File: config.mk
export PLATFORM = sky130hd
export DESIGN_NAME = dmem_arbiter_flat
export DESIGN_NICKNAME = d
export VERILOG_FILES = /design/src/rtl/dmem_arbiter_pkg.sv /design/src/rtl/dmem_arbiter_if.sv /design/src/rtl/dmem_arbiter_rr_picker.sv /design/src/rtl/dmem_arbiter.sv /design/src/flat_wrapper.sv
export SDC_FILE = /design/constraint.sdc
export NUM_CORES = 1
export LEC_CHECK = 0
export CAP_MARGIN = 20
export CORE_MARGIN = 2
export CORE_UTILIZATION = 35
export CTS_CLUSTER_DIAMETER = 80
export CTS_CLUSTER_SIZE = 20
export DETAILED_ROUTE_END_ITERATION = 8
export GPL_TIMING_DRIVEN = 0
export PLACE_DENSITY = 0.79
export SLEW_MARGIN = 20
export SYNTH_ARGS = -nofsm -noshare
export SYNTH_HDL_FRONTEND = slang
export SYNTH_SLANG_ARGS = --single-unit
File: constraint.sdc
create_clock -name clk -period 2.11 [get_ports clk]
set_clock_uncertainty 0.15 [all_clocks]
set_input_delay 0.3165 -clock clk [delete_from_list [all_inputs] [get_ports clk]]
set_output_delay 0.3165 -clock clk [all_outputs]
set_load 0.05 [all_outputs]
File: src/rtl/dmem_arbiter_pkg.sv
// Shared types and limits for the data-memory arbiter.
package dmem_arb_pkg;

    localparam int unsigned NUM_CORES_DEF = 4;
    localparam int unsigned NUM_CORES_MIN = 2;
    localparam int unsigned NUM_CORES_MAX = 8;
    localparam int unsigned ADDR_W_DEF    = 16;
    localparam int unsigned DATA_W_DEF    = 16;

    typedef enum logic [1:0] {
        IDLE   = 2'd0,
        ACCESS = 2'd1,
        DONE   = 2'd2
    } state_t;

endpackage

File: src/rtl/dmem_arbiter_if.sv
// Core-side and memory-side bus of the data-memory arbiter.
interface dmem_arbiter_if
    import dmem_arb_pkg::*;
#(
    parameter int unsigned NUM_CORES = NUM_CORES_DEF,
    parameter int unsigned ADDR_W    = ADDR_W_DEF,
    parameter int unsigned DATA_W    = DATA_W_DEF
);
    localparam int unsigned IDX_W = $clog2(NUM_CORES);

    logic [NUM_CORES-1:0]        core_req;
    logic [NUM_CORES-1:0]        core_we;
    logic [NUM_CORES*ADDR_W-1:0] core_addr;
    logic [NUM_CORES*DATA_W-1:0] core_wdata;
    logic [NUM_CORES-1:0]        core_ack;
    logic [DATA_W-1:0]           core_rdata;
    logic                        mem_read;
    logic                        mem_write;
    logic [ADDR_W-1:0]           mem_addr;
    logic [DATA_W-1:0]           mem_wdata;
    logic [DATA_W-1:0]           mem_rdata;
    logic                        busy;
    logic [IDX_W-1:0]            grant_idx;

    // Arbiter side
    modport slave (
        input  core_req, core_we, core_addr, core_wdata, mem_rdata,
        output core_ack, core_rdata, mem_read, mem_write, mem_addr, mem_wdata,
               busy, grant_idx
    );

    // Cores plus memory side
    modport master (
        output core_req, core_we, core_addr, core_wdata, mem_rdata,
        input  core_ack, core_rdata, mem_read, mem_write, mem_addr, mem_wdata,
               busy, grant_idx
    );

endinterface

File: src/rtl/dmem_arbiter_rr_picker.sv
// Combinational rotating-priority picker: first set req at or above base wins.
module rr_picker #(
    parameter  int unsigned N  = 4,
    localparam int unsigned IW = $clog2(N)
) (
    input  logic [N-1:0]  req,
    input  logic [IW-1:0] base,
    output logic [IW-1:0] idx,
    output logic          valid
);

    // Scan upward from base with wrap-around, keep the first hit
    always_comb begin
        int unsigned k;
        k     = 0;
        idx   = '0;
        valid = 1'b0;
        for (int unsigned i = 0; i < N; i++) begin
            k = (32'(base) + i) % N;
            if (!valid && req[IW'(k)]) begin
                valid = 1'b1;
                idx   = IW'(k);
            end
        end
    end

endmodule

File: src/rtl/dmem_arbiter.sv
// Serialises per-core data-memory requests onto one memory port.
// Build option: define DMEM_ARB_FIXED_PRIO_EN for fixed priority (lowest
// index wins); default is round-robin.
module dmem_arbiter
    import dmem_arb_pkg::*;
#(
    parameter  int unsigned NUM_CORES = NUM_CORES_DEF,
    parameter  int unsigned ADDR_W    = ADDR_W_DEF,
    parameter  int unsigned DATA_W    = DATA_W_DEF,
    localparam int unsigned IDX_W     = $clog2(NUM_CORES)
) (
    input  logic            clk,
    input  logic            RESET,
    dmem_arbiter_if.slave   bus
);

    state_t               state;
    logic [IDX_W-1:0]     lat_idx;
    logic                 lat_we;
    logic [ADDR_W-1:0]    lat_addr;
    logic [DATA_W-1:0]    lat_wdata;
    logic                 read_strobe;
    logic                 write_strobe;
    logic [NUM_CORES-1:0] ack;
    logic                 busy_r;

    logic [IDX_W-1:0]     base;
    logic [IDX_W-1:0]     pick_idx;
    logic                 pick_valid;

`ifdef DMEM_ARB_FIXED_PRIO_EN
    assign base = '0;
`else
    logic [IDX_W-1:0]     ptr;
    assign base = ptr;
`endif

    rr_picker #(.N(NUM_CORES)) u_picker (
        .req   (bus.core_req),
        .base  (base),
        .idx   (pick_idx),
        .valid (pick_valid)
    );

    // Three-state access sequencer with registered strobes and ack
    always_ff @(posedge clk or negedge RESET) begin
        if (!RESET) begin
            state        <= IDLE;
            lat_idx      <= '0;
            lat_we       <= 1'b0;
            lat_addr     <= '0;
            lat_wdata    <= '0;
            read_strobe  <= 1'b0;
            write_strobe <= 1'b0;
            ack          <= '0;
            busy_r       <= 1'b0;
`ifndef DMEM_ARB_FIXED_PRIO_EN
            ptr          <= '0;
`endif
        end else begin
            case (state)
                IDLE: begin
                    if (pick_valid) begin
                        state        <= ACCESS;
                        lat_idx      <= pick_idx;
                        lat_we       <= bus.core_we[pick_idx];
                        lat_addr     <= bus.core_addr[pick_idx*ADDR_W +: ADDR_W];
                        lat_wdata    <= bus.core_wdata[pick_idx*DATA_W +: DATA_W];
                        read_strobe  <= !bus.core_we[pick_idx];
                        write_strobe <= bus.core_we[pick_idx];
                        busy_r       <= 1'b1;
                    end
                end
                ACCESS: begin
                    state        <= DONE;
                    read_strobe  <= 1'b0;
                    write_strobe <= 1'b0;
                    ack          <= NUM_CORES'(1) << lat_idx;
                end
                DONE: begin
                    state  <= IDLE;
                    ack    <= '0;
                    busy_r <= 1'b0;
`ifndef DMEM_ARB_FIXED_PRIO_EN
                    ptr    <= (lat_idx == IDX_W'(NUM_CORES - 1)) ? '0 : lat_idx + IDX_W'(1);
`endif
                end
                default: begin
                    state        <= IDLE;
                    read_strobe  <= 1'b0;
                    write_strobe <= 1'b0;
                    ack          <= '0;
                    busy_r       <= 1'b0;
                end
            endcase
        end
    end

    assign bus.mem_read   = read_strobe;
    assign bus.mem_write  = write_strobe;
    assign bus.mem_addr   = lat_addr;
    assign bus.mem_wdata  = lat_wdata;
    assign bus.core_ack   = ack;
    assign bus.busy       = busy_r;
    assign bus.grant_idx  = lat_idx;

    // Read data passes straight through from memory during a read's ack cycle
    assign bus.core_rdata = (state == DONE && !lat_we) ? bus.mem_rdata : '0;

endmodule

File: src/flat_wrapper.sv
// flat-port wrapper written by rule: the top's interface ports become plain ports
module dmem_arbiter_flat import dmem_arb_pkg::*;
#(
    parameter  int unsigned NUM_CORES = NUM_CORES_DEF,
    parameter  int unsigned ADDR_W    = ADDR_W_DEF,
    parameter  int unsigned DATA_W    = DATA_W_DEF,
    localparam int unsigned IDX_W     = $clog2(NUM_CORES)
)
  (clk, RESET, bus_core_req, bus_core_we, bus_core_addr, bus_core_wdata, bus_mem_rdata, bus_core_ack, bus_core_rdata, bus_mem_read, bus_mem_write, bus_mem_addr, bus_mem_wdata, bus_busy, bus_grant_idx);
  dmem_arbiter_if #(.NUM_CORES(NUM_CORES), .ADDR_W(ADDR_W), .DATA_W(DATA_W)) bus_i ();
  input  logic clk;
  input  logic RESET;
  input wire logic [$bits(bus_i.core_req)-1:0] bus_core_req;
  input wire logic [$bits(bus_i.core_we)-1:0] bus_core_we;
  input wire logic [$bits(bus_i.core_addr)-1:0] bus_core_addr;
  input wire logic [$bits(bus_i.core_wdata)-1:0] bus_core_wdata;
  input wire logic [$bits(bus_i.mem_rdata)-1:0] bus_mem_rdata;
  output wire logic [$bits(bus_i.core_ack)-1:0] bus_core_ack;
  output wire logic [$bits(bus_i.core_rdata)-1:0] bus_core_rdata;
  output wire logic [$bits(bus_i.mem_read)-1:0] bus_mem_read;
  output wire logic [$bits(bus_i.mem_write)-1:0] bus_mem_write;
  output wire logic [$bits(bus_i.mem_addr)-1:0] bus_mem_addr;
  output wire logic [$bits(bus_i.mem_wdata)-1:0] bus_mem_wdata;
  output wire logic [$bits(bus_i.busy)-1:0] bus_busy;
  output wire logic [$bits(bus_i.grant_idx)-1:0] bus_grant_idx;
  assign bus_i.core_req = bus_core_req;
  assign bus_i.core_we = bus_core_we;
  assign bus_i.core_addr = bus_core_addr;
  assign bus_i.core_wdata = bus_core_wdata;
  assign bus_i.mem_rdata = bus_mem_rdata;
  assign bus_core_ack = bus_i.core_ack;
  assign bus_core_rdata = bus_i.core_rdata;
  assign bus_mem_read = bus_i.mem_read;
  assign bus_mem_write = bus_i.mem_write;
  assign bus_mem_addr = bus_i.mem_addr;
  assign bus_mem_wdata = bus_i.mem_wdata;
  assign bus_busy = bus_i.busy;
  assign bus_grant_idx = bus_i.grant_idx;
  dmem_arbiter #(.NUM_CORES(NUM_CORES), .ADDR_W(ADDR_W), .DATA_W(DATA_W)) u_core (.clk(clk), .RESET(RESET), .bus(bus_i));
endmodule
==> metrics.cfg, run 1 <==
[logic_synthesis]
ys.flop_type=dfrtp_1
yosysWarnings=0
synth.most_common_cell=mux2i_1
ys_seq_elements=46
ys_seq_area_share_pct=39.8
yosysTopAreaCellShare_pct=39.8
postSynthCellCount=266
synth_nets=424
async_reset_ff_share_pct=100
synthesis.area_sq_mm=0.00290
ys_types=35
yosys.area.top_type=dfrtp_1
synth-edff-count=0
syn_avg_cell_area_sq_um=10.9
synth.top_cells.by_area=dfrtp_1 (40%), mux2i_1 (24%), o221ai_1 (6.7%)
synth_top_cells_by_count=mux2i_1 (69), dfrtp_1 (46), nand2_1 (40)

[drt]
dr.pass1.iters=5
ant_nets=0
vias_per_cell=5.05
post_drt_wl_per_cell_um=16.8
drt_iter0_markers=113
vias=3013
drc=0
routed_wl_mm=10.1

[grt]
grt_max_degree=27
met3_usage_pct=5.51
grt_antenna_before_repair=0
grt_usage_pct=21.2
grtUsageMet1_pct=23.0
use_met2_pct=39.7
grt_pass1_wl_mm=14.8
grt_pass1_vias=3066
top_usage_layer=met2
grt_overflow=0

[placement]
io_buffers=210
gp_congestion=0.819
dp_slack_ns=-0.783
dp_cells=582
dpl.hpwl_mm=7.93

[worst_setup_path]
worstSetupStartpointType=flip-flop
critPathRequiredTime_ns=2.13
cp_max_fo=10
path_class=reg -> reg
endpoint_kind=flip-flop
arrival_ns=2.03
rrSetupSlack_ns=0.10

[finish]
finalNonFillerCells=597
n_fill_cell=677
area_growth_pct=86.2
final_nets=649
antennaDiodeCount=0
drive_above_1_share_pct=17.3
utilization_pct=66.3

[sta]
fin_ws_ns=0.100
maxSlewHeadroom_pct=64.7
maxSlewViolCount=0
setup_viol=0
tightest_slew_ns=0.528
min_period_ns=2.01
finalSetupTns_ns=0
fin_crit_sh_pct=95.3
hold_viol=0
max_freq_ghz=0.498

[clocking]
clk-insertion-delay-late_ns=0.30
path_clk_slew_ns=0.08
cts_buffer_depth=2
root_buffer=clkbuf_8
cts_made_buffers=5
clock_sinks=46
cts_max_level=2
tritoncts=built

[power]
p_leak_nw=2.41
ir_drop_mv=0.700
pwr_density_cell_mw_per_mm2=1370

[floorplan]
die_area_sq_mm=0.00902
die_w_um=95.0
core_sq_mm=0.00813
rows=33
io_pins=211
die_height_um=95.0
start_util_pct=35.6

[min_path]
hp-class=reg -> reg

[outcome]
outcome=finished clean

[job]
drv_cap=0

per-layer routing:
metal / wire (um) / share of wire (%)
met5: 0 / 0
met4: 161 / 1.6
met3: 907 / 9.0
met2: 5330 / 53
met1: 3660 / 36
power breakdown:
part / internal, mW / leakage [nW] / switching (mW)
logic: 2.14 / 1.79 / 3.09
registers: 1.33 / 0.567 / 0.303
clock network: 0.265 / 0.0482 / 0.295
total: 3.73 / 2.41 / 3.68
cell usage in the layout (no fill, tap or decap), drive strengths merged, types with 2 or more instances in the layout:
master           n
clkdlybuf4s50  189
clkbuf          11
nor2             7
and2            16
a21oi            3
inv              6
nand2           40
dlymetal6s2s     2
o21ai            5
o221ai          33
dlygate4sd2      2
nand3            2
dfrtp           46
mux2i           69
ha               4
buf             40
through the flow:
step	instance area, sq um	hold WS [ns]	power (mW)
floorplan	2900	-0.129	4.95
global placement	5130	0.318	6.56
detailed placement	5140	0.161	6.67
CTS	5330	0.344	7.38
global route	5390	0.364	7.83
finish	5390	0.343	7.41
worst max-delay path: stages (launching register included):
cell	delay, ns
dfrtp_2	0.45
or3b_4	0.42
o221ai_2	0.12
buf_8	0.19
buf_12	0.16
mux2i_2	0.25
o221ai_2	0.13
kinds of logic after synthesis:
kind of cell	after synthesis	share of synthesized area, %
muxes	70	24.2
DFF	46	39.8
adders and majority gates	4	1.73
buffers and inverters	26	6.53
AOI/OAI and AO/OA	51	16.9
and+or+nand+nor	69	10.9
flip-flops by register name, summed over array words and instances (netlist names):
register / cells
u_core.bus.grant_idx: 2
u_core.bus.busy: 1
u_core.bus.mem_wdata: 16
u_core.bus.mem_write: 1
u_core.bus.core_ack: 4
u_core.bus.mem_read: 1
u_core.lat_we: 1
u_core.base: 2
u_core.bus.mem_addr: 16
u_core.state: 2
final cells by class:
cell class | count | area, sq um | share of cell area (%)
buffer | 18 | 193 | 3.57
tap | 105 | 131 | 2.44
timing repair buffer | 220 | 2160 | 40.2
multi-input combinational | 194 | 1630 | 30.3
inverter | 6 | 22.5 | 0.418
clock inverter | 1 | 5.00 | 0.0929
sequential | 46 | 1150 | 21.4
clock buffer | 7 | 86.3 | 1.60
repair_timing:
item	4_1_cts	5_1_grt
buffers inserted	4	4
setup endpoints to repair	50	53
pin swaps	1	3
endpoints found under the hold margin	20	0
hold buffers	1	0
resized for setup	113	27
final timing paths:
check | from | cells past startpoint | end
min in group asynchronous | RESET | 2 | u_core.bus.mem_addr[0]$_DFFE_PN0P_
min reg2reg | u_core.bus.mem_addr[10]$_DFFE_PN0P_ | 2 | u_core.bus.mem_addr[10]$_DFFE_PN0P_
max reg2reg | u_core.base[1]$_DFFE_PN0N_ | 6 | u_core.bus.mem_wdata[2]$_DFFE_PN0P_
max | u_core.base[1]$_DFFE_PN0N_ | 6 | u_core.bus.mem_wdata[2]$_DFFE_PN0P_
min | u_core.bus.mem_addr[10]$_DFFE_PN0P_ | 2 | u_core.bus.mem_addr[10]$_DFFE_PN0P_
max in group asynchronous | RESET | 3 | u_core.base[1]$_DFFE_PN0N_
Note: power is estimated with default switching activity, not from simulation.
==> inputs of run 2 (changes only) <==
--- a/config.mk
+++ b/config.mk
@@ -6,5 +6,5 @@
 export NUM_CORES = 1
 export LEC_CHECK = 0
-export CAP_MARGIN = 20
+export CAP_MARGIN = 25
 export CORE_MARGIN = 2
 export CORE_UTILIZATION = 35
==> constraint.sdc (replaced) <==
create_clock -name clk -period 2.1 [get_ports clk]
set_clock_uncertainty 0.15 [all_clocks]
set_input_delay 0.315 -clock clk [delete_from_list [all_inputs] [get_ports clk]]
set_output_delay 0.315 -clock clk [all_outputs]
set_load 0.005 [all_outputs]
==> run 2 against run 1 <==
Register-to-register slack got worse by 0.03 ns; first-iteration DRC count decreased by 19%; hold slack got worse by 0.0012 ns; cell count increased by 0.67%; combinational power decreased by 26%; design area increased by 0.88%; power decreased by 18%; die area unchanged; worst setup slack got worse by 0.026 ns; fmax decreased by 0.78%; global-route usage increased by 0.19 points; critical path type unchanged; largest power group unchanged; highest routed layer unchanged.
==> metrics.cfg, run 2 (synthesis gave the netlist of run 1 again) <==
[power]
finalPower_mw=6.04  ; -18%
pwr_density_cell_mw_per_mm2=1110  ; -19%
switchingPower_mw=2.26  ; -39%
seqPwrFrac_pct=27.0  ; +5.0 points
p_int_mw=3.78  ; +1.5%
p_leak_nw=2.46  ; +2.1%
ir_drop_mv=0.442  ; -37%
switching_share_pct=37.4  ; -12 points
p_clk_share_pct=9.3  ; +1.8 points
combinationalPowerShare_pct=63.7  ; -6.8 points

[worst_setup_path]
path_buf_inv=2  ; unchanged
critPathRequiredTime_ns=2.12  ; about the same
path_delay_family=flip-flops
worstSetupStartpointType=flip-flop
path_class=reg -> reg
cp_max_fo=10  ; unchanged
arrival_ns=2.05  ; +0.02 ns
slowest_stage=dfrtp_2
crit_top_cell=o221ai_2
crit_path_max_incr_delay_ns=0.46  ; about the same
crit_chain=or3b_4 > o221ai_2 > buf_8 > buf_12 > mux2i_1 > o221ai_2
endpoint_kind=flip-flop

[drt]
ant_nets=0  ; unchanged
vias=3077  ; +2.1%
dr.pass1.iters=5  ; unchanged
drt_iter0_markers=91  ; -19%
drc=0  ; unchanged
routed_wl_mm=10.1  ; +0.79%
post_drt_wl_per_cell_um=16.9  ; +0.12%
vias_per_cell=5.12  ; +1.4%

[finish]
final_nets=653  ; +0.62%
final_common_cell=clkdlybuf4s50_1
antennaDiodeCount=0  ; unchanged
final_cell_mix=clkdlybuf4s50_1 (190), mux2i_1 (62), dfrtp_1 (43), nand2_1 (37), o221ai_1 (22)
area_growth_pct=87.8
finalNonFillerCells=601  ; +0.67%
drive_above_1_share_pct=15.5  ; -1.8 points

[clocking]
cts_buffer_depth=2  ; unchanged
path_clk_slew_ns=0.08  ; about the same
clk-insertion-delay-late_ns=0.30  ; about the same
cts_made_buffers=5  ; unchanged
clock_sinks=46  ; unchanged
root_buffer=clkbuf_8
cts_max_level=2  ; unchanged
tritoncts=built

[sta]
tightest_slew_ns=0.497  ; -0.0303 ns
setup_viol=0  ; unchanged
maxSlewHeadroom_pct=66.9  ; +2.1 points
min_period_ns=2.03  ; +0.0159 ns
fin_crit_sh_pct=96.5  ; +1.2 points
hold_viol=0  ; unchanged
maxSlewViolCount=0  ; unchanged
max_freq_ghz=0.494  ; -0.78%

[grt]
grt_max_degree=27  ; unchanged
grt_usage_pct=21.4  ; +0.19 points
grt_pass1_vias=3091  ; +0.82%
grt_antenna_before_repair=0  ; unchanged
grt_pass1_wl_mm=14.8  ; +0.56%
grt_overflow=0  ; unchanged

[placement]
io_buffers=210  ; unchanged
gp_congestion=0.819  ; unchanged
dp_cells=582  ; unchanged
dpl.hpwl_mm=7.93  ; unchanged

[floorplan]
die_area_sq_mm=0.00902  ; unchanged
core_sq_mm=0.00813  ; unchanged
start_util_pct=35.6  ; unchanged
die_height_um=95.0  ; unchanged
die_w_um=95.0  ; unchanged
io_pins=211  ; unchanged
rows=33  ; unchanged

[outcome]
outcome=finished clean

[job]
drv_cap=0  ; unchanged

[min_path]
hp-class=reg -> reg

[run 2: cell count changes in the layout (fill, tap and decap cells not counted), moves of 2 or more]
cell	previous run	this run
buf_2	8	3
buf_6	8	0
clkbuf_2	2	6
dlygate4sd2_1	2	13
clkbuf_8	6	8
[run 2: layout make-up]
class | count | area, sq um
tap | 105 | 131
clock buffer | 7 | 86.3
multi-input combinational | 194 | 1650
buffer | 18 | 195
fill | 663 | 2700
sequential | 46 | 1150
clock inverter | 1 | 5.00
inverter | 6 | 25.0
timing repair buffer | 224 | 2190
[run 2: power groups by stage]
stage / Sequential (mW) / Clock (mW) / Combinational, mW
after floorplan: 1.60 / 0 / 1.92
after global placement: 1.59 / 0 / 3.53
after detailed placement: 1.62 / 0 / 3.61
after CTS: 1.64 / 0.578 / 3.77
after global routing: 1.69 / 0.616 / 4.16
final: 1.63 / 0.561 / 3.85
[run 2: timing repair]
action / CTS / global route
resized for setup: 49 / 16
hold buffers: 1 / 0
hold endpoints to repair: 20 / 0
endpoints found under the setup margin: 49 / 42
pin swaps: 2 / 2
setup buffers: 6 / 6
[run 2: tightest hold or removal path, cell delays in order (launching register included)]
cell and delay (ns):
dfrtp_1 0.35, nand2_1 0.06, o221ai_2 0.05
[run 2: worst paths after layout]
kind / startpoint / to / slack (ns) / cells after the start
max: u_core.base[1]$_DFFE_PN0N_ / u_core.bus.mem_wdata[1]$_DFFE_PN0P_ / 0.07 / 6
max reg2reg: u_core.base[1]$_DFFE_PN0N_ / u_core.bus.mem_wdata[1]$_DFFE_PN0P_ / 0.07 / 6
min reg2reg: u_core.bus.mem_addr[10]$_DFFE_PN0P_ / u_core.bus.mem_addr[10]$_DFFE_PN0P_ / 0.34 / 2
min: u_core.bus.mem_addr[10]$_DFFE_PN0P_ / u_core.bus.mem_addr[10]$_DFFE_PN0P_ / 0.34 / 2
max in group asynchronous: RESET / u_core.base[1]$_DFFE_PN0N_ / 0.92 / 3
min in group asynchronous: RESET / u_core.bus.mem_addr[0]$_DFFE_PN0P_ / 0.36 / 2
[run 2: through the flow]
stage          cell area (sq um)  setup TNS (ns)  setup slack, ns  util [%]  hold WS [ns]
2_1_floorplan               2900               0            0.201         -        -0.131
3_3_place_gp                5130          -52.11           -0.720      63.1         0.318
3_5_place_dp                5140          -20.58           -0.490      63.2         0.159
4_1_cts                     5370        -0.00986         -0.00986      66.1         0.344
5_1_grt                     5440         -0.0128          -0.0128      66.9         0.357
6_report                    5440               0           0.0742      66.9         0.342
[run 2: per-layer routing]
layer  wire [um]  global-route usage, %  up-vias
met2        5390                   40.4      151
met3         859                   5.19       16
met5           0                      0        -
met4         189                   6.88        0
met1        3690                   23.2     1464
li1            -                      -     1446
==> inputs of run 3 (changes only) <==
Settings changed: CORE_ASPECT_RATIO from default to 0.6.
==> run 3 against run 2 <==
Fmax fell by 0.35%; register-to-register slack barely moved; combinational power barely moved; worst setup slack got worse by 0.0071 ns; sequential power barely moved; flip-flop and latch count did not move; core utilization rose by 2.4 points; design area rose by 1.2%; critical path type unchanged.
==> metrics.cfg, run 3 (synthesis gave the netlist of run 1 again) <==
[sta]
min_period_ns=2.03  ; +0.00715 ns
fin_ws_ns=0.0671  ; -0.00715 ns
finalSetupTns_ns=0  ; unchanged
maxSlewHeadroom_pct=71.0  ; +4.2 points
hold_viol=0  ; unchanged
hold_slack_ns=0.334  ; -0.00809 ns
setup_viol=0  ; unchanged
maxSlewViolCount=0  ; unchanged
max_freq_ghz=0.492  ; -0.35%
fin_crit_sh_pct=96.8  ; +0.34 points
tightest_slew_ns=0.435  ; -0.0626 ns

[floorplan]
io_pins=211  ; unchanged
die_height_um=74.5  ; -22%
core_sq_mm=0.00795  ; -2.3%
rows=25  ; -24%
die_w_um=121  ; +28%
die_area_sq_mm=0.00904  ; +0.27%
start_util_pct=36.4  ; +0.85 points

[worst_setup_path]
arrival_ns=2.02  ; -0.03 ns
critPathRequiredTime_ns=2.09  ; -0.03 ns
path_delay_family=flip-flops
endpoint_kind=flip-flop
path_buf_inv=2  ; unchanged
path_class=reg -> reg
cp_max_fo=10  ; unchanged
crit_chain=or3b_4 > o221ai_4 > buf_8 > buf_12 > mux2i_1 > o221ai_1
slowest_stage=dfrtp_2
crit_path_max_incr_delay_ns=0.48  ; +0.02 ns
worstSetupStartpointType=flip-flop

[power]
pwr_density_cell_mw_per_mm2=1130  ; +2.0%
combinationalPowerShare_pct=61.8  ; -1.9 points
p_leak_nw=2.45  ; -0.21%
seqPwrFrac_pct=26.3  ; -0.7 points
switching_share_pct=36.6  ; -0.82 points
finalPower_mw=6.24  ; +3.3%
p_clk_share_pct=11.9  ; +2.6 points
p_int_mw=3.96  ; +4.6%
ir_drop_mv=0.597  ; +35%
switchingPower_mw=2.28  ; +1.0%

[finish]
n_fill_cell=633  ; -4.5%
final_cell_mix=clkdlybuf4s50_1 (189), mux2i_1 (59), dfrtp_1 (43), nand2_1 (38), o221ai_1 (22)
antennaDiodeCount=0  ; unchanged
area_growth_pct=90.1
drive_above_1_share_pct=14.8  ; -0.75 points
final_nets=652  ; -0.15%
finalNonFillerCells=602  ; +0.17%
final_common_cell=clkdlybuf4s50_1
utilization_pct=69.3  ; +2.4 points
postLayoutCellArea_sq_mm=0.00550  ; +1.2%

[clocking]
clk-insertion-delay-late_ns=0.28  ; -0.02 ns
tritoncts=built
root_buffer=clkbuf_16
path_clk_slew_ns=0.06  ; -0.02 ns
clock_sinks=46  ; unchanged
cts_made_buffers=5  ; unchanged
cts_max_level=2  ; unchanged
cts_buffer_depth=2  ; unchanged

[drt]
vias=2951  ; -4.1%
dr.pass1.iters=4  ; -1
post_drt_wl_per_cell_um=16.8  ; -0.22%
drc=0  ; unchanged
routed_wl_mm=10.1  ; about the same
drt_iter0_markers=110  ; +21%
ant_nets=0  ; unchanged
vias_per_cell=4.90  ; -4.3%

[placement]
gp_congestion=0.795  ; -3.0%
dp_slack_ns=-0.560  ; -0.0698 ns
place_area_sq_mm=0.00515  ; about the same
dpl.hpwl_mm=7.87  ; -0.74%
io_buffers=210  ; unchanged
dp_cells=585  ; +0.52%

[grt]
grt_usage_pct=21.3  ; -0.023 points
grt_overflow=0  ; unchanged
grt_pass1_wl_mm=15.0  ; +1.3%
grt_max_degree=30  ; +11%
grt_pass1_vias=2992  ; -3.2%
grt_antenna_before_repair=0  ; unchanged

[outcome]
outcome=finished clean

[job]
drv_cap=0  ; unchanged

[min_path]
hp-class=reg -> reg

## run 3: changes by cell type in the layout (fill, tap and decap cells not counted), moves of 4 or more
cell and change:
dlygate4sd2_1 +4, buf_4 -8, clkbuf_8 -5, clkbuf_16 +5, clkbuf_2 -4
## run 3: power groups by stage
stage / clock network (mW) / logic [mW] / registers (mW)
6_report: 0.744 / 3.86 / 1.64
5_1_grt: 0.784 / 4.18 / 1.69
3_3_place_gp: 0 / 3.54 / 1.59
4_1_cts: 0.759 / 3.77 / 1.62
3_5_place_dp: 0 / 3.60 / 1.61
2_1_floorplan: 0 / 1.92 / 1.60
## run 3: metal layers
layer | global-route usage [%] | up-vias | part of all wire (%)
met5 | 0 | - | 0
met4 | 4.34 | 0 | 0.65
met3 | 4.52 | 7 | 7.5
met2 | 39.0 | 128 | 50
met1 | 26.6 | 1380 | 41
li1 | - | 1436 | -
## run 3: cell type report
class | instances | area, sq um | share of cell area [%]
multi-input cells | 194 | 1670 | 30.3
repair buffers | 223 | 2190 | 39.8
well taps | 108 | 135 | 2.46
plain buffers | 18 | 200 | 3.64
flip-flops and latches | 46 | 1150 | 21.0
clock buffers | 7 | 133 | 2.41
inverters | 6 | 22.5 | 0.409
## run 3: final timing paths
| path | startpoint | to | slack [ns] | depth (start not counted) |
|---|---|---|---|---|
| worst max-delay path | u_core.base[1]$_DFFE_PN0N_ | u_core.bus.mem_addr[6]$_DFFE_PN0P_ | 0.07 | 6 |
| worst min-delay path | u_core.bus.mem_wdata[8]$_DFFE_PN0P_ | u_core.bus.mem_wdata[8]$_DFFE_PN0P_ | 0.33 | 2 |
| worst max register to register | u_core.base[1]$_DFFE_PN0N_ | u_core.bus.mem_addr[6]$_DFFE_PN0P_ | 0.07 | 6 |
| worst min register to register | u_core.bus.mem_wdata[8]$_DFFE_PN0P_ | u_core.bus.mem_wdata[8]$_DFFE_PN0P_ | 0.33 | 2 |
| max in group asynchronous | RESET | u_core.base[1]$_DFFE_PN0N_ | 0.92 | 3 |
| min in group asynchronous | RESET | u_core.bus.mem_wdata[14]$_DFFE_PN0P_ | 0.37 | 2 |
## run 3: worst min-delay path: cells and delay by family (launching register included)
kind,cells,cell delay (ns)
AOI/OAI and AO/OA,1,0.06
DFF,1,0.34
and+or+nand+nor,1,0.05
## run 3: what timing repair did
action | CTS | global route
pin swaps | 3 | 3
endpoints found under the setup margin | 51 | 28
setup buffers | 9 | 1
cloned | 1 | 0
endpoints found under the hold margin | 17 | 0
hold buffers | 1 | 0
resized for setup | 49 | 20
